--- config.mk ---
export PLATFORM = sky130hd
export DESIGN_NAME = uart_tx_arbiter
export DESIGN_NICKNAME = d
export VERILOG_FILES = /design/src/rtl/uart_tx_arbiter.sv
export SDC_FILE = /design/constraint.sdc
export NUM_CORES = 1
export LEC_CHECK = 0
export CAP_MARGIN = 10
export CORE_MARGIN = 5
export CORE_UTILIZATION = 43
export DETAILED_ROUTE_END_ITERATION = 10
export GPL_TIMING_DRIVEN = 0
export PLACE_DENSITY = 0.88
export RECOVER_POWER = 100
export SYNTH_ARGS = -nofsm -noshare
export SYNTH_HDL_FRONTEND = slang
export SYNTH_SLANG_ARGS = --single-unit
--- constraint.sdc ---
create_clock -name i_clk -period 2.42 [get_ports i_clk]
set_input_delay 0.484 -clock i_clk [delete_from_list [all_inputs] [get_ports i_clk]]
set_output_delay 0.484 -clock i_clk [all_outputs]
set_load 0.005 [all_outputs]
--- src/rtl/uart_tx_arbiter.sv ---
// uart_tx_arbiter
//   Shares one UART transmitter between N_REQ requesters. A round-robin pick
//   happens in IDLE. The winning word is latched, and the UART gets a one-cycle
//   enable while the winner gets a one-cycle accept. The block then waits for
//   tx_busy to rise and fall. If busy never rises within TIMEOUT cycles, the
//   frame is flagged and dropped.
// Ports
//   i_clk, i_rst_n     clock, async active-low reset
//   i_req_valid        per-requester request, held until its o_req_ready pulse
//   i_req_data         requester i word at [i*D_WIDTH +: D_WIDTH]
//   o_req_ready        one-cycle accept pulse (one-hot or zero)
//   o_uart_tx_ena      one-cycle launch pulse to the UART TX
//   o_uart_tx_data     latched word, stable from launch until back in IDLE
//   i_uart_tx_busy     UART TX busy flag
//   o_grant_id         current / last granted requester
//   o_active           high in every state except IDLE
//   o_err_timeout      one-cycle pulse when a launch times out
//   o_err_id           requester of the last timed-out frame
module uart_tx_arbiter #(
  parameter  int N_REQ   = 4,
  parameter  int D_WIDTH = 13,
  parameter  int TIMEOUT = 7,
  localparam int GW      = $clog2(N_REQ),
  localparam int CW      = $clog2(TIMEOUT + 1)
) (
  input  logic                       i_clk,
  input  logic                       i_rst_n,
  input  logic [N_REQ-1:0]           i_req_valid,
  input  logic [N_REQ*D_WIDTH-1:0]   i_req_data,
  output logic [N_REQ-1:0]           o_req_ready,
  output logic                       o_uart_tx_ena,
  output logic [D_WIDTH-1:0]         o_uart_tx_data,
  input  logic                       i_uart_tx_busy,
  output logic [GW-1:0]              o_grant_id,
  output logic                       o_active,
  output logic                       o_err_timeout,
  output logic [GW-1:0]              o_err_id
);

  localparam int IW = GW + 1;

  typedef enum logic [1:0] {
    S_IDLE      = 2'd0,
    S_LAUNCH    = 2'd1,
    S_WAIT_BUSY = 2'd2,
    S_WAIT_DONE = 2'd3
  } state_t;

  state_t                           r_state;
  logic [CW-1:0]                    r_cnt;
  logic [GW-1:0]                    r_last_grant;
  logic [N_REQ-1:0]                 r_req_ready;
  logic                             r_uart_tx_ena;
  logic [D_WIDTH-1:0]               r_uart_tx_data;
  logic [GW-1:0]                    r_grant_id;
  logic                             r_active;
  logic                             r_err_timeout;
  logic [GW-1:0]                    r_err_id;

  logic [N_REQ-1:0][D_WIDTH-1:0]    w_words;
  logic [IW-1:0]                    w_idx;
  logic [GW-1:0]                    w_win;
  logic                             w_found;

  assign w_words = i_req_data;

  // Round-robin scan starting just after the last grant, wrapping modulo N_REQ.
  // The sum stays below 2*N_REQ, so one conditional subtract is the modulo.
  always_comb begin
    w_idx   = '0;
    w_win   = '0;
    w_found = 1'b0;
    for (int k = 1; k <= N_REQ; k++) begin
      w_idx = {1'b0, r_last_grant} + IW'(k);
      if (w_idx >= IW'(N_REQ)) w_idx = w_idx - IW'(N_REQ);
      if (!w_found && i_req_valid[w_idx[GW-1:0]]) begin
        w_found = 1'b1;
        w_win   = w_idx[GW-1:0];
      end
    end
  end

  always_ff @(posedge i_clk or negedge i_rst_n) begin
    if (!i_rst_n) begin
      r_state        <= S_IDLE;
      r_cnt          <= '0;
      r_last_grant   <= GW'(N_REQ - 1);
      r_req_ready    <= '0;
      r_uart_tx_ena  <= 1'b0;
      r_uart_tx_data <= '0;
      r_grant_id     <= '0;
      r_active       <= 1'b0;
      r_err_timeout  <= 1'b0;
      r_err_id       <= '0;
    end else begin
      // Pulses default low; they are raised only for the single cycle that needs them.
      r_req_ready   <= '0;
      r_uart_tx_ena <= 1'b0;
      r_err_timeout <= 1'b0;
      case (r_state)
        S_IDLE: begin
          // Busy seen in IDLE is external or left over from a frame, so no grant is made.
          if (w_found && !i_uart_tx_busy) begin
            r_uart_tx_data <= w_words[w_win];
            r_grant_id     <= w_win;
            r_last_grant   <= w_win;
            r_uart_tx_ena  <= 1'b1;
            r_req_ready    <= N_REQ'(1) << w_win;
            r_active       <= 1'b1;
            r_state        <= S_LAUNCH;
          end
        end
        S_LAUNCH: begin
          r_cnt   <= '0;
          r_state <= S_WAIT_BUSY;
        end
        S_WAIT_BUSY: begin
          if (i_uart_tx_busy) begin
            r_state <= S_WAIT_DONE;
          end else if (r_cnt == CW'(TIMEOUT - 1)) begin
            // The requester was already acked, so the frame is dropped, not retried.
            r_err_timeout <= 1'b1;
            r_err_id      <= r_grant_id;
            r_active      <= 1'b0;
            r_state       <= S_IDLE;
          end else if (r_cnt != '1) begin
            r_cnt <= r_cnt + 1'b1;
          end
        end
        S_WAIT_DONE: begin
          if (!i_uart_tx_busy) begin
            r_active <= 1'b0;
            r_state  <= S_IDLE;
          end
        end
        default: begin
          r_active <= 1'b0;
          r_state  <= S_IDLE;
        end
      endcase
    end
  end

  assign o_req_ready    = r_req_ready;
  assign o_uart_tx_ena  = r_uart_tx_ena;
  assign o_uart_tx_data = r_uart_tx_data;
  assign o_grant_id     = r_grant_id;
  assign o_active       = r_active;
  assign o_err_timeout  = r_err_timeout;
  assign o_err_id       = r_err_id;

endmodule
# Word level (Yosys, flattened, before mapping)
# Cells that the tools add are included.
[op_classes]
n_addsub = 9
n_lt_le_gt_ge = 9
eq_ne = 12
n_shift = 1
n_mux = 43
n_bitwise = 1
reduce_logical = 16
[ops]
columns = ["operator", "n"]
rows = [
  ["$bmux W13 S2", 1],
  ["$mux W2", 12],
  ["$mux W1", 17],
  ["$lt A2 B3 Y1 const B", 5],
  ["$mux W13", 1],
  ["$ge A3 B3 Y1 const B", 4],
  ["$ne A2 B2 Y1 const B", 6],
  ["$mux W3", 3],
  ["$bmux W1 S2", 4],
  ["$mux W4", 2],
  ["$pmux W2 S4", 1],
  ["$sub A2 B1 Y2 const B", 4],
  ["$add A2 B2 Y3 const B", 2],
  ["$ne A3 B3 Y1 const B", 2],
  ["$pmux W3 S2", 1],
  ["$reduce_and A3 Y1", 2],
  ["$reduce_and A5 Y1", 1],
  ["$eq A2 B2 Y1 const B", 2],
  ["$logic_and A1 B1 Y1", 4],
  ["$logic_not A1 Y1", 4],
  ["$reduce_and A4 Y1", 1],
  ["$shl A1 B2 Y4 const A", 1],
  ["$add A2 B1 Y3 const B", 1],
  ["$add A2 B3 Y3 const B", 1],
  ["9 further kinds", 9],
]
[word_totals]
regBits = 31
inputBits = 59
output_inout_bits = 24
word_cells = 101

# Logic depth before layout (Yosys ltp)
# Gate-level depths: netlist (run 1).
[logic_depth]
depth_word = 18
mapped_depth = 8
mapped_depth_nobuf = 7

# Worst setup path after synthesis (run 1)
# No wires, ideal clock.
[synth_timing]
path_type = "flip-flop to flip-flop"
startpoint = "reg r_last_grant[0]"
endpoint = "reg r_uart_tx_data[0] (netlist: o_uart_tx_data[0])"
setup_ps = 129
t_arrival_ps = 1569
required_time_ps = 2291
setup_slack_ps = 721
stages_incl_launch_ff = 8
n_path_buf = 2
synth_period_minus_slack_ps = 1699
path_cell_list = "dfstp_2 -> nand2b_1 -> a21o_1 -> and3_4 -> buf_6 -> buf_8 -> mux2i_1 -> o211ai_2"
[synth_via]
elab_chain_len = 17
elab_cells_between_ends = 42
classes_between = "8 x add/sub; 4 x order compare; 22 x mux; 8 x reduce/logical"
[synth_lines]
columns = ["element", "line_no", "source"]
rows = [
  ["start, declared", "51", "logic [GW-1:0] r_last_grant;"],
  ["start signal, assigned", "87", "r_last_grant <= GW'(N_REQ - 1);"],
  ["start signal, assigned", "106", "r_last_grant <= w_win;"],
  ["$add A2 B1 Y3", "74", "w_idx = {1'b0, r_last_grant} + IW'(k);"],
  ["$ge A3 B3 Y1 or $sub A2 B1 Y2 (tied branches)", "75", "if (w_idx >= IW'(N_REQ)) w_idx = w_idx - IW'(N_REQ);"],
  ["$mux W2", "75", ""],
  ["$bmux W1 S2", "76", "if (!w_found && i_req_valid[w_idx[GW-1:0]]) begin"],
  ["$mux W1 (implied by the code)", "76", ""],
  ["$mux W1", "76", ""],
  ["$logic_not A1 Y1", "76", ""],
  ["$logic_and A1 B1 Y1", "76", ""],
  ["$mux W1", "76", ""],
  ["$logic_not A1 Y1", "76", ""],
  ["$logic_and A1 B1 Y1", "76", ""],
  ["$mux W1", "76", ""],
  ["$logic_not A1 Y1", "76", ""],
  ["$logic_and A1 B1 Y1", "76", ""],
  ["$mux W2 or $mux W1 (tied branches)", "76", ""],
  ["$bmux W13 S2 or $logic_and A1 B1 Y1 (tied branches)", "104, 103", ""],
  ["$mux W13 (implied by the code) or $reduce_and A2 Y1 (tied branches)", "n/a", ""],
  ["end signal, assigned", "104", "r_uart_tx_data <= w_words[w_win];"],
  ["end, declared", "54", "logic [D_WIDTH-1:0] r_uart_tx_data;"],
]
# Several ways; a longest one is shown, not always the timed one. The select of a mux whose other input is x is not followed.
# A chain may end at the register's enable or synchronous reset.

# Final worst setup path (run 1)
[layout_timing]
startpoint = "in i_req_valid[2]"
endpoint = "reg r_uart_tx_data[11] (netlist: o_uart_tx_data[11])"
[layout_via]
elab_chain_len = 14
elab_cells_between_ends = 26
classes_between = "18 x mux; 8 x reduce/logical"
[layout_lines]
columns = ["element", "line_no", "source"]
rows = [
  ["start, declared", "28", "input logic [N_REQ-1:0] i_req_valid,"],
  ["$bmux W1 S2", "76", ""],
  ["$mux W1 (implied by the code)", "76", ""],
  ["$mux W1", "76", ""],
  ["$logic_not A1 Y1", "76", ""],
  ["$logic_and A1 B1 Y1", "76", ""],
  ["$mux W1", "76", ""],
  ["$logic_not A1 Y1", "76", ""],
  ["$logic_and A1 B1 Y1", "76", ""],
  ["$mux W1", "76", ""],
  ["$logic_not A1 Y1", "76", ""],
  ["$logic_and A1 B1 Y1", "76", ""],
  ["$mux W2 or $mux W1 (tied branches)", "76", ""],
  ["$bmux W13 S2 or $logic_and A1 B1 Y1 (tied branches)", "104, 103", ""],
  ["$mux W13 (implied by the code) or $reduce_and A2 Y1 (tied branches)", "n/a", ""],
]
# Several ways; a longest one is shown, not always the timed one. The select of a mux whose other input is x is not followed.

==> run_results.csv, run 1 <==
group,metric,value,unit
hold_path,hold_path_class,"register to register",
drt,drtAntennaViolNets,0,
pwr,power_frac_seq,32.2,%
logic_synthesis,netlist-cell-type-count,35,
placement,hpwl,4080,µm
global_routing,grt_pass1_vias,1764,
drt,highest_layer,"met4",
layout,fin_cells,349,
pwr,peakVddDrop,366,µV
critical_path,worst_path_max_delay_cell,"dlygate4sd3_1",
layout,num-nets-final,363,
critical_path,r2r_setup_slack,0.42,ns
die,core,4380,µm²
clocking,path_clk_slew,0.07,ns
drt,drt_pass1_iterations,4,
clocking,ctsLongestPathBuffers,2,
clocking,htreeDepth,2,
clocking,cts_sinks,31,
placement,numPlacedInstances,341,
placement,placed_cell_area,2850,µm²
die,die_height,77.4,µm
layout,mostFrequentLayoutCells,"clkdlybuf4s50_1, dfrtp_1, dlygate4sd3_1",
critical_path,r2r-start,"r_state[0]",
sta,finClkSkew,0.00447,ns
logic_synthesis,yosysWarnings,0,
pwr,total_power,2.63,mW
placement,numPortBuffers,82,
clocking,ctsResizeCount,0,
status,status,"complete, no violations",
sta,fin_hold_ws,0.499,ns
pwr,swShare,34.7,%
logic_synthesis,synth.cell_area,1950,µm²
die,die-area,5980,µm²
logic_synthesis,syn_inst,206,
logic_synthesis,avgSynthCellArea,9.47,µm²
critical_path,path_class,"input port to register",
logic_synthesis,synth_nets,273,
pwr,clockPowerShare,20.2,%
pwr,power_density,900,nW/µm²
drt,via_per_inst,5.26,
critical_path,critPathLaunchType,"input port",
critical_path,worstPathRequired,2.58,ns
placement,routabilityCongestion,0.873,
pwr,leakage,1.35,nW
drt,drt_iter0_markers,76,
sta,fin_crit,2.23,ns
critical_path,crit_path_start,"i_req_valid[2]",
sta,tightest_slew,1.10,ns
logic_synthesis,ys_seq_area_share,39.9,%
clocking,cts-hold-fix-buffers,0,
global_routing,antenna_found_initial,0,
critical_path,slowest_delay,0.59,ns
critical_path,cp_data_arrival_time,2.39,ns
job,cap_violations,0,
global_routing,grt_pass1_wl,8110,µm
clocking,clockRootBuffer,"clkbuf_8",
die,chipWidth,77.4,µm
logic_synthesis,ys_ff_latch,31,
hold_path,hp-start,"o_uart_tx_data[10]",
sta,maxSlewViolCount,0,
pwr,pwr-share-comb,47.7,%
layout,layout_commonest_cell,"clkdlybuf4s50_1",
sta,finalHoldViolCount,0,
sta,fmax,449,MHz
critical_path,crit_fanout,10,
sta,min_period_over_period,92.0,%
clocking,post-cts-setup-buffer-count,0,
clocking,cts_tree,"built",
global_routing,gr-usage-all-layers,16.6,%
layout,num_antenna_cells,0,
drt,wl_met3,373,µm
layout,areaGrowthSynthToFinish,49.8,%
layout,final_layout_size_suffix_gt1_share,7.41,%
global_routing,grt_start_max_net_pins,22,
critical_path,rr_endpoint,"o_uart_tx_data[3]",
drt,wirelength,4870,µm
sta,rsz0062_at_grt,"false",
critical_path,rr_worst_depth,8,
critical_path,crit_chain,"dlygate4sd3_1 -> nor2_1 -> o21ai_1 -> and3_2 -> buf_6 -> buf_8 -> mux2i_1 -> o211ai_1",
die,boundaryPins,83,
die,initial_core_util,44.5,%
clocking,numCtsBuffers,5,
drt,drc,0,
pwr,power.internal,1.72,mW
pwr,p_switching,912,µW
clocking,clock_latency,0.29,ns
drt,wl_per_cell,14.0,µm
drt,vias,1834,
sta,finalSetupViolations,0,
die,std_cell_rows,24,
layout,stdcell_area,2920,µm²
critical_path,worstSetupEndpointType,"register",
drt,wl_met1,1990,µm
drt,met2_length,2460,µm
global_routing,gr-total-overflow,0,
critical_path,crit_path_end,"o_uart_tx_data[11]",
sta,slew-limit-headroom,26.7,%
[power groups by stage]
stage | Sequential (mW) | Combinational, mW | Clock [mW]
floorplan | 0.852 | 0.806 | 0
CTS | 0.853 | 1.36 | 0.545
detailed placement | 0.863 | 1.36 | 0
global route | 0.873 | 1.40 | 0.569
finish | 0.846 | 1.25 | 0.530
global placement | 0.853 | 1.32 | 0
[synthesized netlist by cell type, drive strengths merged]
| master | count | share of area [%] |
|---|---|---|
| dfrtp | 29 | 37 |
| nand2 | 24 | 4.7 |
| o21ai | 17 | 4.4 |
| inv | 16 | 3.1 |
| a31oi | 14 | 4.5 |
| o211ai | 14 | 7.2 |
| and4 | 13 | 5.8 |
| mux2i | 13 | 6.7 |
| nor2 | 11 | 2.1 |
| ha | 8 | 5.1 |
| clkbuf | 7 | 1.3 |
| a21oi | 6 | 2.1 |
| buf | 6 | 3.5 |
| nand2b | 6 | 1.9 |
| nand3 | 5 | 1.3 |
| dfstp | 2 | 2.7 |
| mux2 | 2 | 1.2 |
| o21a | 2 | 0.77 |
| a21bo | 1 | 0.51 |
| a21o | 1 | 0.39 |
| a22o | 1 | 0.45 |
| and2 | 1 | 0.32 |
| and3 | 1 | 0.58 |
| clkinv | 1 | 0.26 |
| nor3 | 1 | 0.26 |
| nor4 | 1 | 0.32 |
| o22a | 1 | 0.45 |
| o41ai | 1 | 0.45 |
| or3b | 1 | 0.45 |
[routing by layer]
metal	global-route usage, %	vias up
li1	-	923
met1	20.4	845
met2	27.9	61
met3	5.56	5
met4	4.12	0
met5	0	-
[worst min-delay path by stage]
stage | depth (start not counted) | slack (ns) | to
after floorplan | 0 | 0.19 | o_active
after global placement | 2 | 0.47 | o_uart_tx_data[2]
after detailed placement | 2 | 0.48 | o_uart_tx_data[4]
after CTS | 2 | 0.50 | o_uart_tx_data[2]
after global routing | 2 | 0.53 | o_grant_id[1]
final | 2 | 0.50 | o_uart_tx_data[10]
[cell families after synthesis]
logic type      count (synthesis)  share of synthesized area [%]
mux                            15                           7.83
fa+ha+maj                       8                           5.13
flops                          31                           39.9
simple gates                   64                           17.8
buf+inv                        30                           8.15
compound gates                 58                           21.2
[sequential cells by signal, indices dropped and copies added, names as in the netlist]
register,count
o_active,1
o_err_id,2
o_err_timeout,1
o_grant_id,2
o_req_ready,4
o_uart_tx_data,13
o_uart_tx_ena,1
r_cnt,3
r_last_grant,2
r_state,2
[stage by stage]
stage / util (%) / TNS [ns] / setup slack (ns)
global placement: 64.7 / -0.0641 / -0.0429
detailed placement: 65.0 / -0.216 / -0.0725
floorplan: - / 0 / 0.721
finish: 66.6 / 0 / 0.193
global route: 66.6 / 0 / 0.0401
CTS: 67.7 / 0 / 0.229
[critical path, delay by kind of cell]
kind / cells / cell delay (ns)
AO/OA/AOI/OAI: 2 / 0.39
AND/OR/NAND/NOR: 2 / 0.34
buffers and inverters: 3 / 0.89
multiplexers: 1 / 0.28
[layout make-up]
type | instances | area (µm²)
repair buffers | 83 | 825
fillers | 383 | 1460
plain buffers | 13 | 93.8
clock inverters | 2 | 35.0
inverters | 17 | 65.1
clock buffers | 6 | 82.6
flip-flops and latches | 31 | 778
well taps | 52 | 65.1
multi-input cells | 145 | 977
No activity file was read; power rests on OpenSTA's default activity.
==> run 2: changes to the inputs <==
--- a/config.mk
+++ b/config.mk
@@ -8,6 +8,7 @@
 export CAP_MARGIN = 10
 export CORE_MARGIN = 5
 export CORE_UTILIZATION = 43
+export CTS_CLUSTER_SIZE = 20
 export DETAILED_ROUTE_END_ITERATION = 10
 export GPL_TIMING_DRIVEN = 0
 export PLACE_DENSITY = 0.88
==> results of run 2 <==
Final layout, timing and power as in run 1 (identical DEF).
